===== src/rtl/ct_split.sv =====
// ct_split: packet-aware 1-to-NO demultiplexer.
// Steers whole valid/ready/eop packets to one of NO ports. The destination is
// latched on the first beat of a packet and held through EOP. Packets whose
// destination is out of range are consumed and discarded. A two-entry skid
// buffer (main + skid) registers every output and breaks the ready path.
//
// Ports:
//   clk, reset        clock, synchronous active-high reset
//   i_data/i_valid/   input stream; o_ready is registered (= !skid_valid)
//   i_eop/i_dest      i_dest is sampled only on the first beat of a packet
//   o_ready
//   o_data/o_eop      shared output payload, meaningful while any o_valid set
//   o_valid[NO]       one-hot per-port valid
//   i_ready[NO]       per-port ready
//   o_drop            one-cycle pulse after accepting EOP of a dropped packet
module ct_split #(
  parameter int unsigned NO     = 2,
  parameter int unsigned WIDTH  = 1,
  parameter int unsigned NOBITS = (NO > 1) ? $clog2(NO) : 1
) (
  input  logic              clk,
  input  logic              reset,
  input  logic [WIDTH-1:0]  i_data,
  input  logic              i_valid,
  output logic              o_ready,
  input  logic              i_eop,
  input  logic [NOBITS-1:0] i_dest,
  output logic [WIDTH-1:0]  o_data,
  output logic              o_eop,
  output logic [NO-1:0]     o_valid,
  input  logic [NO-1:0]     i_ready,
  output logic              o_drop
);

  typedef enum logic [1:0] {
    IDLE = 2'd0,
    FWD  = 2'd1,
    DROP = 2'd2
  } state_t;

  state_t              state;
  logic [NOBITS-1:0]   cur_dest;

  // Skid entry; the main entry lives directly in o_data/o_eop/o_valid.
  logic                skid_valid;
  logic [WIDTH-1:0]    skid_data;
  logic                skid_eop;
  logic [NO-1:0]       skid_oh;

  logic                acc;
  logic                dest_ok;
  logic [NOBITS-1:0]   route_dest;
  logic [NO-1:0]       route_oh;
  logic                routed;
  logic                main_valid;
  logic                pop;

  // Accept/route/pop decode; main_valid is implied by the one-hot o_valid.
  always_comb begin
    acc        = i_valid && o_ready;
    dest_ok    = 32'(i_dest) < NO;
    route_dest = (state == FWD) ? cur_dest : i_dest;
    route_oh   = NO'(1) << route_dest;
    routed     = acc && ((state == FWD) || ((state == IDLE) && dest_ok));
    main_valid = |o_valid;
    pop        = |(o_valid & i_ready);
  end

  // Packet framing plus the two-entry output buffer.
  always_ff @(posedge clk) begin
    if (reset) begin
      state      <= IDLE;
      o_valid    <= '0;
      skid_valid <= 1'b0;
      o_ready    <= 1'b1;
      o_drop     <= 1'b0;
    end else begin
      o_drop <= 1'b0;

      if (acc) begin
        case (state)
          IDLE: begin
            if (dest_ok) begin
              cur_dest <= i_dest;
              if (!i_eop) state <= FWD;
            end else if (i_eop) begin
              o_drop <= 1'b1;
            end else begin
              state <= DROP;
            end
          end
          FWD: begin
            if (i_eop) state <= IDLE;
          end
          DROP: begin
            if (i_eop) begin
              o_drop <= 1'b1;
              state  <= IDLE;
            end
          end
          default: state <= IDLE;
        endcase
      end

      // o_ready is low while skid is full, so no routed accept can coincide
      // with a skid-to-main transfer.
      if (pop && skid_valid) begin
        o_valid    <= skid_oh;
        o_data     <= skid_data;
        o_eop      <= skid_eop;
        skid_valid <= 1'b0;
        o_ready    <= 1'b1;
      end else if (routed && (!main_valid || pop)) begin
        o_valid <= route_oh;
        o_data  <= i_data;
        o_eop   <= i_eop;
      end else if (routed) begin
        skid_oh    <= route_oh;
        skid_data  <= i_data;
        skid_eop   <= i_eop;
        skid_valid <= 1'b1;
        o_ready    <= 1'b0;
      end else if (pop) begin
        o_valid <= '0;
      end
    end
  end

endmodule


===== config.mk =====
export PLATFORM = sky130hd
export DESIGN_NAME = ct_split
export DESIGN_NICKNAME = d
export VERILOG_FILES = /design/src/rtl/ct_split.sv
export SDC_FILE = /design/constraint.sdc
export NUM_CORES = 1
export LEC_CHECK = 0
export CORE_AREA = 4 4 41 43
export CTS_BUF_LIST = sky130_fd_sc_hd__clkbuf_4
export CTS_CLUSTER_DIAMETER = 120
export DETAILED_ROUTE_END_ITERATION = 12
export DIE_AREA = 0 0 45 47
export GPL_ROUTABILITY_DRIVEN = 0
export HOLD_SLACK_MARGIN = 0.12
export PLACE_DENSITY = 0.79
export SYNTH_ARGS = -nofsm -noshare
export SYNTH_HDL_FRONTEND = slang
export SYNTH_SLANG_ARGS = --single-unit
export TNS_END_PERCENT = 20

===== constraint.sdc =====
create_clock -name clk -period 4 [get_ports clk]
set_clock_uncertainty 0.05 [all_clocks]
set_input_delay 0.8 -clock clk [delete_from_list [all_inputs] [get_ports clk]]
set_output_delay 0.8 -clock clk [all_outputs]
set_load 0.01 [all_outputs]

# Word level (Yosys, flattened, before mapping)
# Index checks and enable logic that the tools add are counted.
[word_totals] reg_bits=14
[classes] n_eq_ne=5 n_shift=1 muxes=13 bitwise_logic=6 reduce_logical=21
[op_table] op="two-way mux 2 bit" n=6
[op_table] op="OR reduction 2 bit" n=4
[op_table] op="two-way mux 1 bit" n=6
[op_table] op="AND reduction 2 bit" n=3
[op_table] op="AND reduction 3 bit" n=2
[op_table] op="NOT 1 bit" n=5
[op_table] op="logical AND 1 bit" n=4
[op_table] op="case mux 2 bit (2 select lines)" n=1
[op_table] op="AND reduction 4 bit" n=1
[op_table] op="inequality test 3 x 1 -> 1 bit, second input constant" n=1
[op_table] op="nonzero test 3 bit" n=1
[op_table] op="OR reduction 3 bit" n=1
[op_table] op="AND 2 bit" n=1
[op_table] op="equality test 2 x 1 -> 1 bit, second input constant" n=1
[op_table] op="equality test 2 bit, second input constant" n=1
[op_table] op="zero test 2 bit" n=1
[op_table] op="logical OR 1 bit" n=2
[op_table] op="inequality test 2 x 1 -> 1 bit, second input constant" n=1
[op_table] op="inequality test 2 bit, second input constant" n=1
[op_table] op="nonzero test 2 bit" n=1
[op_table] op="left shift 1 x 1 -> 2 bit, first input constant" n=1
[op_table] op="zero test 1 bit" n=1

# Logic depth before layout (Yosys ltp)
# Gate-level depths: netlist (run 1).
[depth] word_depth=6 depth_mapped=4

# Worst setup path before layout (run 1)
# OpenSTA, ideal clock, no wires.
[synth_path] path_type="input to register" from="input i_ready[0]" to="register skid_data, enable pin" setup_ns=0.361 arrival_ns=1.546 t_required_ns=3.589 path_slack_ns=2.043 stages=3 cell_sequence="a22oi_4 > o21ai_2 > nor3_1"
[synth_between] elab_chain_cells=6 elab_cells_between_ends=8 cone_classes="bitwise (3); reduce/logical (5)"
[synth_rtl] element="start: declaration" line="31" text="input logic [NO-1:0] i_ready,"
[synth_rtl] element="AND 2 bit *" line="66" text="pop = |(o_valid & i_ready);"
[synth_rtl] element="OR reduction 2 bit *" line="66"
[synth_rtl] element="logical OR 1 bit" line="113" text="end else if (routed && (!main_valid || pop)) begin"
[synth_rtl] element="logical AND 1 bit" line="113"
[synth_rtl] element="NOT 1 bit (no source line)"
[synth_rtl] element="AND reduction 4 bit (no source line) *"
[synth_rtl] element="end signal: assignment" line="119" text="skid_data <= i_data;"
[synth_rtl] element="end: declaration" line="46" text="logic [WIDTH-1:0] skid_data;"
# Mark *: on every way between the ends. The rest lies on a longest branch, timed or not.
# A chain may end at the register's enable or synchronous reset.

# Worst setup path after layout (run 1)
[layout_path] from="input i_ready[0]" to="register skid_oh[1], enable pin"
[layout_between] elab_chain_cells=6 elab_cells_between_ends=8 cone_classes="bitwise (3); reduce/logical (5)"
[layout_rtl] element="AND 2 bit *" line="66"
[layout_rtl] element="OR reduction 2 bit *" line="66"
[layout_rtl] element="logical OR 1 bit" line="113"
[layout_rtl] element="logical AND 1 bit" line="113"
[layout_rtl] element="NOT 1 bit (no source line)"
[layout_rtl] element="AND reduction 4 bit (no source line) *"
[layout_rtl] element="end signal: assignment" line="118" text="skid_oh <= route_oh;"
[layout_rtl] element="end: declaration" line="48" text="logic [NO-1:0] skid_oh;"
# Marked as above.

==> results by group, run 1 <==
CTS
  – Clk Tree Root Cell: clkbuf_4
  – Number of buffers created by CTS: 3
  – Post-CTS Hold Buffers: 0
  – Clock input transition at the sequential cells of the worst setup and hold paths: about 0.080 ns
  – # H-tree levels: 1
  – Post-CTS setup repair buffer count: 0
  – CTS Buffer Depth: 2
  – Clock tree from TritonCTS: yes
  – Skew-Pair Late Insertion Delay: 0.28 ns
  – Num Clock Sinks: 12
  – Count of instances resized after the clock tree is built: 0

Synthesis
  – Async set or reset register ratio after synthesis: 0%
  – Number of enable flip-flop cells after synthesis: 7
  – Total standard cell area after synthesis: 569 um2
  – Number of unique standard cell types used by synthesis: 25
  – Number of synthesized register bits: 12
  – Fraction of the yosys area taken by sequential cells: 54.5%
  – Share of Yosys cell area claimed by the top area cell type: 36.9%
  – Post-synth top flop: edfxtp_1
  – Count of yosys warnings during synthesis: 0
  – Most numerous cell types in the synthesized netlist: nand2_1 (10), edfxtp_1 (7), dfxtp_1 (5)
  – Post-synthesis area per instance: 11.2 um2
  – Number of standard cells after synthesis: 51
  – Most common cell in the netlist: nand2_1
  – Synth area leader: edfxtp_1
  – Main area contributors after synthesis: edfxtp_1 (37%), dfxtp_1 (18%), nand2_1 (6.6%), a22oi_4 (3.7%), a21oi_1 (2.6%)
  – Nets in the synthesized netlist: 59

STA
  – Post-route setup TNS: 0 ns
  – Share of the clock period used by the worst path: between 50% and 60%
  – Total setup violations reported at the end of the flow: 0
  – Tmin final: 2.35 ns
  – Hold Violations, Final: 0
  – RSZ-0062 raised after global routing: false
  – Pins Over Slew Limit: 0
  – Worst max-slew margin expressed relative to the limit: 61.5%
  – Slew at the pin closest to its max-slew limit: ~0.57 ns
  – Max Clock Freq: 425 MHz

Routing
  – Starting DRT DRC Count: 7
  – Total number of vias: 429
  – Detail-routed via count per cell: 5.36
  – First-pass iteration count of the detailed router: 2
  – Detail-routed net length per standard cell: 13.8 um
  – Routed Antenna Nets: 0
  – Number of remaining DRC errors: 0
  – Final WL: approximately 1100 um

Floorplanning
  – I/O pin count: 14
  – DIE HEIGHT: 47 um
  – Starting density of the core: a little over two fifths
  – Area of the placeable core: 1300 um2
  – Die outline width: roughly 45 um
  – Number of rows in the core area: 13
  – Die Footprint: 2120 um2

Setup path
  – Peak fanout along the critical path: 6
  – Required time of the worst setup path: 3.87 ns
  – Crit Path Class: primary input to register
  – Critical path endpoint category: register
  – R2R depth: 3
  – Worst Setup Start Kind: primary input
  – Endpoint arrival time on the critical path: around 2.2 ns

Place
  – Half-perimeter wire length after detailed placement: 842 um
  – Buffers added on ports: 12

GRT
  – Overflow left after global routing: 0
  – Largest net degree at the start of global routing: 9
  – Overall track demand over capacity in global routing: 12.5%
  – Antenna violations before repair: 0
  – Via count of the first global-routing pass: roughly 420
  – Wire length of the first global-routing pass: 1810 um

Cells and area
  – Final net count: 74
  – Fraction of final layout cells sized beyond drive strength 1: 15.4%
  – Number of antenna cells inserted: 0
  – Area Overhead vs Synth: 27.0%
  – Total area of sequential cells: 310 um2
  – Footprint of the multi-input gates: around 240 um2
  – Filler cell count: 124

Power and ir drop
  – PwrDens: 433 nW/um2
  – Cell leakage power: between 0.2 and 0.3 nW
  – Overall power consumption: 313 uW
  – Maximum VDD drop: 0.194 mV

Run status
  – Run status: finished clean

Job
  – Maxcap violations: 0

Min path
  – Hold-critical path depth: 2
  – Class of the most critical hold timing path: register to register
[layout by cell type, fill, tap and decap left out, types with 2 or more instances in the layout]
cell / Yosys / final
dfxtp_1: 5 / 5
nor3_1: 2 / 2
clkbuf_4: 0 / 3
clkdlybuf4s50_1: 0 / 12
nor2_1: 4 / 4
nand2_1: 10 / 10
edfxtp_1: 7 / 7
a211oi_1: 2 / 2
a21oi_1: 3 / 3
[final timing paths]
kind | startpoint | endpoint | slack, ns
hold reg to reg | skid_eop | o_eop | 0.48
setup reg to reg | o_valid[0] | skid_oh[1] | 2.27
hold / removal | skid_eop | o_eop | 0.48
setup / recovery | i_ready[0] | skid_oh[1] | 1.65
[final cells by class]
class / count / area share, %
well taps: 15 / 2.60
clock inverters: 1 / 0.519
flip-flops and latches: 12 / 42.9
repair buffers: 12 / 16.6
clock buffers: 3 / 3.11
multi-input cells: 36 / 33.7
inverters: 1 / 0.519
[per-stage QoR]
stage / worst slack, ns / area, um2 / hold slack [ns] / instances / utilization [%]
finish: 1.65 / 723 / 0.478 / 80 / 55.6
global route: 1.56 / 723 / 0.498 / 80 / 55.6
CTS: 1.67 / 723 / 0.478 / 80 / 55.6
detailed placement: 1.37 / 697 / 0.458 / 76 / 53.6
global placement: 1.46 / 697 / 0.440 / 76 / 53.6
floorplan: 2.04 / 569 / 0.434 / 51 / -
[routing by layer]
metal | global-route usage, % | vias up | part of all wire [%]
met4 | 8.77 | 0 | 0.90
met5 | 0 | - | 0
met1 | 13.9 | 202 | 48
met3 | 4.60 | 2 | 4.3
li1 | - | 215 | -
met2 | 19.8 | 10 | 47
[critical path, stage by stage]
cell,delay (ns)
clkdlybuf4s50_1,0.48
a22oi_4,0.29
o21ai_2,0.14
nor3_1,0.51
[flip-flops by register name, summed over array words and instances, names as in the netlist]
signal and count:
cur_dest 1, o_valid 2, skid_oh 2, state 1
o_data 1, skid_valid 1, skid_eop 1, skid_data 1
o_eop 1, o_ready 1
[power by group]
| part | internal (mW) | switching [mW] | total [mW] | leakage [nW] |
|---|---|---|---|---|
| combinational | 0.0400 | 0.0360 | 0.0759 | 0.159 |
| clock | 0.0362 | 0.0435 | 0.0797 | 0.0154 |
| sequential | 0.144 | 0.0136 | 0.157 | 0.105 |
| total | 0.220 | 0.0931 | 0.313 | 0.280 |
[cell families (layout without fill, tap and decap cells)]
family                 Yosys count  count (layout)  share of synthesized area (%)
AND/OR/NAND/NOR                 21              21                           20.4
multiplexers                     1               1                           1.76
buffers and inverters            3              17                           2.64
AO/OA/AOI/OAI                   13              13                           20.0
flip-flops                      12              12                           54.5
other                            1               1                          0.659
(Power assumes the default switching activity.)
==> inputs of run 2 (changes only) <==
Settings changed: PLACE_DENSITY 0.79 to 0.81.
Clock period 4 ns to 2 ns, I/O delays scaled along.
==> run 2 against run 1 <==
  * Utilization increased by 1.4 points
  * Clock power increased by 120%
  * Global-route usage decreased by 0.32 points
  * Worst hold slack got worse by 0.014 ns
  * Total power increased by 110%
  * Critical path type is now register to output pin
  * Largest power group unchanged
  * Highest routed layer unchanged
==> results by group, run 2 (synthesis gave the netlist of run 1 again) <==
Floorplanning
  – Starting density of the core: 43.8% (unchanged)
  – I/O pin count: 14 (unchanged)
  – Number of rows in the core area: 13 (unchanged)
  – Die Footprint: 2120 um2 (unchanged)
  – DIE HEIGHT: 47 um (unchanged)
  – Die outline width: 45 um (unchanged)
  – Area of the placeable core: 1300 um2 (unchanged)

Setup path
  – Crit Path Class: register to output pin (was primary input to register)
  – Slowest stage cell, crit path: clkdlybuf4s50_1 (was nor3_1)
  – Critical path endpoint category: output pin (was register)
  – Endpoint arrival time on the critical path: 1.38 ns (was 2.22 ns)
  – Peak fanout along the critical path: 7 (was 6)
  – Buf/Inv on CP: 1 (unchanged)
  – Gate family responsible for the most delay along the worst path: buffers and inverters (was simple AND/OR/NAND/NOR gates)
  – Required time of the worst setup path: 1.55 ns (was 3.87 ns)
  – Critical path, cell by cell: clkdlybuf4s50_1 (was clkdlybuf4s50_1, a22oi_4, o21ai_2, nor3_1)
  – Worst Setup Start Kind: register (was primary input)
  – Critical Path Max Stage Delay: 0.60 ns (was 0.51 ns)

CTS
  – # H-tree levels: 1 (unchanged)
  – Clock input transition at the sequential cells of the worst setup and hold paths: 0.08 ns (about the same)
  – Number of buffers created by CTS: 3 (unchanged)
  – Skew-Pair Late Insertion Delay: 0.28 ns (about the same)
  – Count of instances resized after the clock tree is built: 0 (unchanged)
  – Num Clock Sinks: 12 (unchanged)
  – CTS Buffer Depth: 2 (unchanged)
  – Clock tree from TritonCTS: yes (unchanged)
  – Post-CTS Hold Buffers: 0 (unchanged)
  – Clk Tree Root Cell: clkbuf_4 (unchanged)
  – Post-CTS setup repair buffer count: 0 (unchanged)

Routing
  – Starting DRT DRC Count: 10 (was 7)
  – Routed Antenna Nets: 0 (unchanged)
  – Final WL: 1040 um (was 1110 um)
  – Detail-routed via count per cell: 5.33 (was 5.36)
  – Number of remaining DRC errors: 0 (unchanged)
  – Total number of vias: 437 (was 429)
  – First-pass iteration count of the detailed router: 4 (was 2)
  – Detail-routed net length per standard cell: 12.7 um (was 13.8 um)

Cells and area
  – Number of antenna cells inserted: 0 (unchanged)
  – Core occupancy in the finished layout: 57.0% (was 55.6%)
  – Area Overhead vs Synth: 30.3% (was 27.0%)
  – Filler cell count: 120 (was 124)
  – Fraction of final layout cells sized beyond drive strength 1: 19.4% (was 15.4%)
  – Top Registers: o_valid: 2 flops, skid_oh: 2 flops (unchanged)
  – Commonest cells after routing, fill and taps aside: clkdlybuf4s50_1 (12), nand2_1 (10), edfxtp_1 (7), dfxtp_1 (5) (was clkdlybuf4s50_1 (12), nand2_1 (10), edfxtp_1 (7), dfxtp_1 (5), nor2_1 (4))
  – Final net count: 76 (was 74)
  – Most common library cell in the layout ignoring fill and taps: clkdlybuf4s50_1 (unchanged)
  – Total area of sequential cells: 310 um2 (unchanged)
  – Footprint of the multi-input gates: 244 um2 (unchanged)

Place
  – Half-perimeter wire length after detailed placement: 812 um (was 842 um)
  – Buffers added on ports: 12 (unchanged)

STA
  – RSZ-0062 raised after global routing: false (unchanged)
  – Total setup violations reported at the end of the flow: 0 (unchanged)
  – Hold Violations, Final: 0 (unchanged)
  – Max Clock Freq: 545 MHz
  – Share of the clock period used by the worst path: 91.7%
  – Pins Over Slew Limit: 0 (unchanged)
  – Post-route setup TNS: 0 ns (unchanged)
  – Tmin final: 1.83 ns

GRT
  – Largest net degree at the start of global routing: 9 (unchanged)
  – Overflow left after global routing: 0 (unchanged)
  – Wire length of the first global-routing pass: 1790 um (was 1810 um)
  – Overall track demand over capacity in global routing: 12.2% (was 12.5%)
  – Via count of the first global-routing pass: 418 (was 424)
  – Antenna violations before repair: 0 (unchanged)

Power and ir drop
  – PwrDens: 874 nW/um2 (was 433 nW/um2)
  – Maximum VDD drop: 0.451 mV (was 0.194 mV)
  – Cell leakage power: 0.293 nW (was 0.280 nW)

Min path
  – Class of the most critical hold timing path: register to register (unchanged)

Run status
  – Run status: finished clean (unchanged)

Job
  – Maxcap violations: 0 (unchanged)
==> run 2: worst paths after layout <==
kind / slack, ns / startpoint / end / depth (start not counted)
worst max-delay path: 0.17 / o_valid[1] / o_valid[1] / 1
worst min register to register: 0.46 / skid_eop / o_eop / 2
worst max register to register: 0.53 / o_valid[1] / skid_oh[1] / 4
worst min-delay path: 0.46 / skid_eop / o_eop / 2
==> run 2: layout make-up <==
type	instances	share of cell area (%)
Clock buffer	4	4.05
Inverter	1	0.506
Multi-Input combinational cell	36	32.9
Sequential cell	12	41.8
Tap cell	15	2.53
Timing Repair Buffer	14	18.2
==> run 2: routing by layer <==
| metal | vias up | share of wire [%] | GRT usage, % |
|---|---|---|---|
| li1 | 219 | - | - |
| met1 | 202 | 46 | 14.2 |
| met2 | 11 | 46 | 18.4 |
| met3 | 5 | 5.8 | 4.60 |
| met4 | 0 | 2.3 | 8.77 |
| met5 | - | 0 | 0 |
==> run 2: per-stage QoR <==
step / worst slack [ns] / std cells / area, um2 / hold slack [ns] / total power, mW
6_report: 0.166 / 82 / 742 / 0.465 / 0.648
5_1_grt: 0.0991 / 82 / 742 / 0.480 / 0.680
2_1_floorplan: 0.425 / 51 / 569 / 0.434 / 0.413
4_1_cts: 0.154 / 82 / 742 / 0.466 / 0.657
3_3_place_gp: 0.0568 / 78 / 712 / 0.440 / 0.477
3_5_place_dp: -0.00479 / 78 / 712 / 0.457 / 0.481
==> run 2: where the power goes <==
part           leakage (nW)  switching (mW)  internal, mW  total (mW)
logic                 0.169          0.0728        0.0882       0.161
registers             0.105          0.0265         0.287       0.314
clock network        0.0184          0.0821        0.0910       0.173
total                 0.293           0.181         0.467       0.648
==> inputs of run 3 (changes only) <==
Settings changed: CORE_AREA 4 4 41 43 to 2 2 39 41, CTS_CLUSTER_SIZE set to 16, DIE_AREA 0 0 45 47 to 0 0 41 43.
==> run 3 against run 2 <==
  * Worst hold slack worse by 0.0036 ns
  * Design area is 0.67% higher
  * Global-route usage is 1.6 points higher
  * Register-to-register slack hardly changed
  * Die area is 17% lower
  * Critical endpoint is now o_valid[0]
  * Largest cell class unchanged
  * Clock power is 9% lower
  * Highest routed layer unchanged
==> results by group, run 3 (synthesis gave the netlist of run 1 again) <==
Floorplanning
  – DIE HEIGHT: 43 um (was 47 um)
  – Starting density of the core: 41.1% (was 43.8%)
  – I/O pin count: 14 (unchanged)
  – Number of rows in the core area: 14 (was 13)
  – Area of the placeable core: 1380 um2 (was 1300 um2)
  – Die outline width: 41 um (was 45 um)
  – Die Footprint: 1760 um2 (was 2120 um2)

STA
  – Share of the clock period used by the worst path: 91.2% (was 91.7%)
  – Max Clock Freq: 548 MHz (was 545 MHz)
  – Worst path setup slack after routing: 0.176 ns (was 0.166 ns)
  – Pins Over Slew Limit: 0 (unchanged)
  – Worst Hold Margin: 0.461 ns (was 0.465 ns)
  – Post-route setup TNS: 0 ns (unchanged)
  – Total setup violations reported at the end of the flow: 0 (unchanged)
  – Hold Violations, Final: 0 (unchanged)
  – RSZ-0062 raised after global routing: false (unchanged)
  – Tmin final: 1.82 ns (was 1.83 ns)

Power and ir drop
  – Maximum VDD drop: 0.460 mV (was 0.451 mV)
  – Clock power frac: 24.8% (was 26.7%)
  – Internal Pwr Total: 449 uW (was 467 uW)
  – Reported net switching power: 184 uW (was 181 uW)
  – Cell leakage power: 0.294 nW (was 0.293 nW)
  – PwrDens: 848 nW/um2 (was 874 nW/um2)
  – Combinational Power Share: 25.8% (was 24.8%)
  – Fraction of power spent switching nets: 29.1% (was 28.0%)
  – Share of total power in sequential cells: 49.4% (was 48.5%)

Cells and area
  – Final net count: 77 (was 76)
  – Final cell count without fillers: 84 (was 82)
  – Final design area excluding fillers: 747 um2 (was 742 um2)
  – Area Overhead vs Synth: 31.2% (was 30.3%)
  – Most common library cell in the layout ignoring fill and taps: clkdlybuf4s50_1 (unchanged)
  – Number of antenna cells inserted: 0 (unchanged)
  – Filler cell count: 129 (was 120)
  – Commonest cells after routing, fill and taps aside: clkdlybuf4s50_1 (12), nand2_1 (10), edfxtp_1 (7), dfxtp_1 (5), nor2_1 (4) (was clkdlybuf4s50_1 (12), nand2_1 (10), edfxtp_1 (7), dfxtp_1 (5))
  – Fraction of final layout cells sized beyond drive strength 1: 19.1% (was 19.4%)
  – Footprint of the multi-input gates: 244 um2 (unchanged)
  – Total area of sequential cells: 310 um2 (unchanged)
  – Top Registers: o_valid: 2 flops, skid_oh: 2 flops (unchanged)

CTS
  – Skew-Pair Late Insertion Delay: 0.28 ns (about the same)
  – Number of buffers created by CTS: 3 (unchanged)
  – Num Clock Sinks: 12 (unchanged)
  – Post-CTS setup repair buffer count: 0 (unchanged)
  – Post-CTS Hold Buffers: 0 (unchanged)
  – Clock tree from TritonCTS: yes (unchanged)
  – CTS Buffer Depth: 2 (unchanged)
  – Clock input transition at the sequential cells of the worst setup and hold paths: 0.07 ns (was 0.08 ns)
  – Clk Tree Root Cell: clkbuf_4 (unchanged)
  – # H-tree levels: 1 (unchanged)
  – Count of instances resized after the clock tree is built: 0 (unchanged)

Routing
  – Total number of vias: 449 (was 437)
  – Number of remaining DRC errors: 0 (unchanged)
  – First-pass iteration count of the detailed router: 4 (unchanged)
  – Starting DRT DRC Count: 13 (was 10)
  – Routed Antenna Nets: 0 (unchanged)
  – Detail-routed via count per cell: 5.35 (was 5.33)
  – Final WL: 1020 um (was 1040 um)
  – Detail-routed net length per standard cell: 12.1 um (was 12.7 um)

GRT
  – Largest net degree at the start of global routing: 8 (was 9)
  – Wire length of the first global-routing pass: 1620 um (was 1790 um)
  – Overall track demand over capacity in global routing: 13.8% (was 12.2%)
  – Overflow left after global routing: 0 (unchanged)
  – Via count of the first global-routing pass: 397 (was 418)
  – Antenna violations before repair: 0 (unchanged)

Setup path
  – Gate family responsible for the most delay along the worst path: buffers and inverters (unchanged)
  – R2r endpoint: skid_oh[0] (was skid_oh[1])
  – Crit Path Class: register to output pin (unchanged)
  – Critical path endpoint category: output pin (unchanged)
  – Slowest stage cell, crit path: clkdlybuf4s50_1 (unchanged)
  – Endpoint arrival time on the critical path: 1.37 ns (was 1.38 ns)
  – Peak fanout along the critical path: 7 (unchanged)
  – Start of the worst register-to-register path: o_valid[0] (was o_valid[1])
  – Worst Setup Start Kind: register (unchanged)
  – Required time of the worst setup path: 1.55 ns (about the same)
  – Internal reg-to-reg setup slack: 0.54 ns (was 0.53 ns)
  – Buf/Inv on CP: 1 (unchanged)
  – R2R depth: 4 (unchanged)
  – Critical Path Max Stage Delay: 0.60 ns (about the same)
  – Critical path, cell by cell: clkdlybuf4s50_1 (unchanged)

Place
  – Post-Place Setup Slack: 0.0273 ns (was -0.00479 ns)
  – Placed inst area: 721 um2 (was 712 um2)
  – Half-perimeter wire length after detailed placement: 800 um (was 812 um)
  – Placed insts: 80 (was 78)
  – Buffers added on ports: 12 (unchanged)

Min path
  – Hold-critical path depth: 2 (unchanged)
  – Start point of the worst min-delay path: skid_data (was skid_eop)
  – Endpoint, Worst Hold: o_data (was o_eop)
  – Class of the most critical hold timing path: register to register (unchanged)

Job
  – Maxcap violations: 0 (unchanged)

Run status
  – Run status: finished clean (unchanged)
==> run 3: cell types whose count changed in the layout (fill, tap and decap cells not counted), sizes merged <==
cell / delta
clkbuf: -1
buf: +1
clkinv: +1
==> run 3: worst max path at each step <==
stage	from	end	slack [ns]	cells past startpoint
6_report	o_valid[0]	o_valid[0]	0.18	1
5_1_grt	o_valid[1]	o_valid[1]	0.10	1
4_1_cts	o_valid[0]	o_valid[0]	0.18	1
3_5_place_dp	i_ready[0]	skid_data	0.03	5
3_3_place_gp	i_ready[0]	skid_eop	0.06	5
2_1_floorplan	o_valid[0]	skid_data	0.42	3
==> run 3: power groups by stage <==
stage / registers (mW) / logic (mW) / clock network [mW]
after CTS: 0.314 / 0.163 / 0.158
final: 0.313 / 0.163 / 0.157
after global placement: 0.318 / 0.160 / 0
after floorplan: 0.322 / 0.0914 / 0
after global routing: 0.318 / 0.176 / 0.172
after detailed placement: 0.319 / 0.163 / 0
==> run 3: layout make-up <==
cell class              instances  area share [%]
flip-flops and latches         12            41.5
multi-input cells              36            32.7
repair buffers                 15            19.1
clock buffers                   3            3.02
well taps                      16            2.68
clock inverters                 1           0.503
inverters                       1           0.503
==> run 3: per-stage QoR <==
step           utilization (%)  total power [mW]
2_1_floorplan                -             0.413
4_1_cts                   54.0             0.635
5_1_grt                   54.0             0.666
3_5_place_dp              52.1             0.482
6_report                  54.0             0.634
3_3_place_gp              52.1             0.478
==> run 3: per-layer routing <==
| layer | track usage [%] | vias to the layer above | wire (um) |
|---|---|---|---|
| li1 | - | 223 | - |
| met1 | 18.9 | 208 | 469 |
| met2 | 18.1 | 13 | 467 |
| met3 | 3.14 | 5 | 47 |
| met4 | 10.0 | 0 | 34 |
| met5 | 0 | - | 0 |
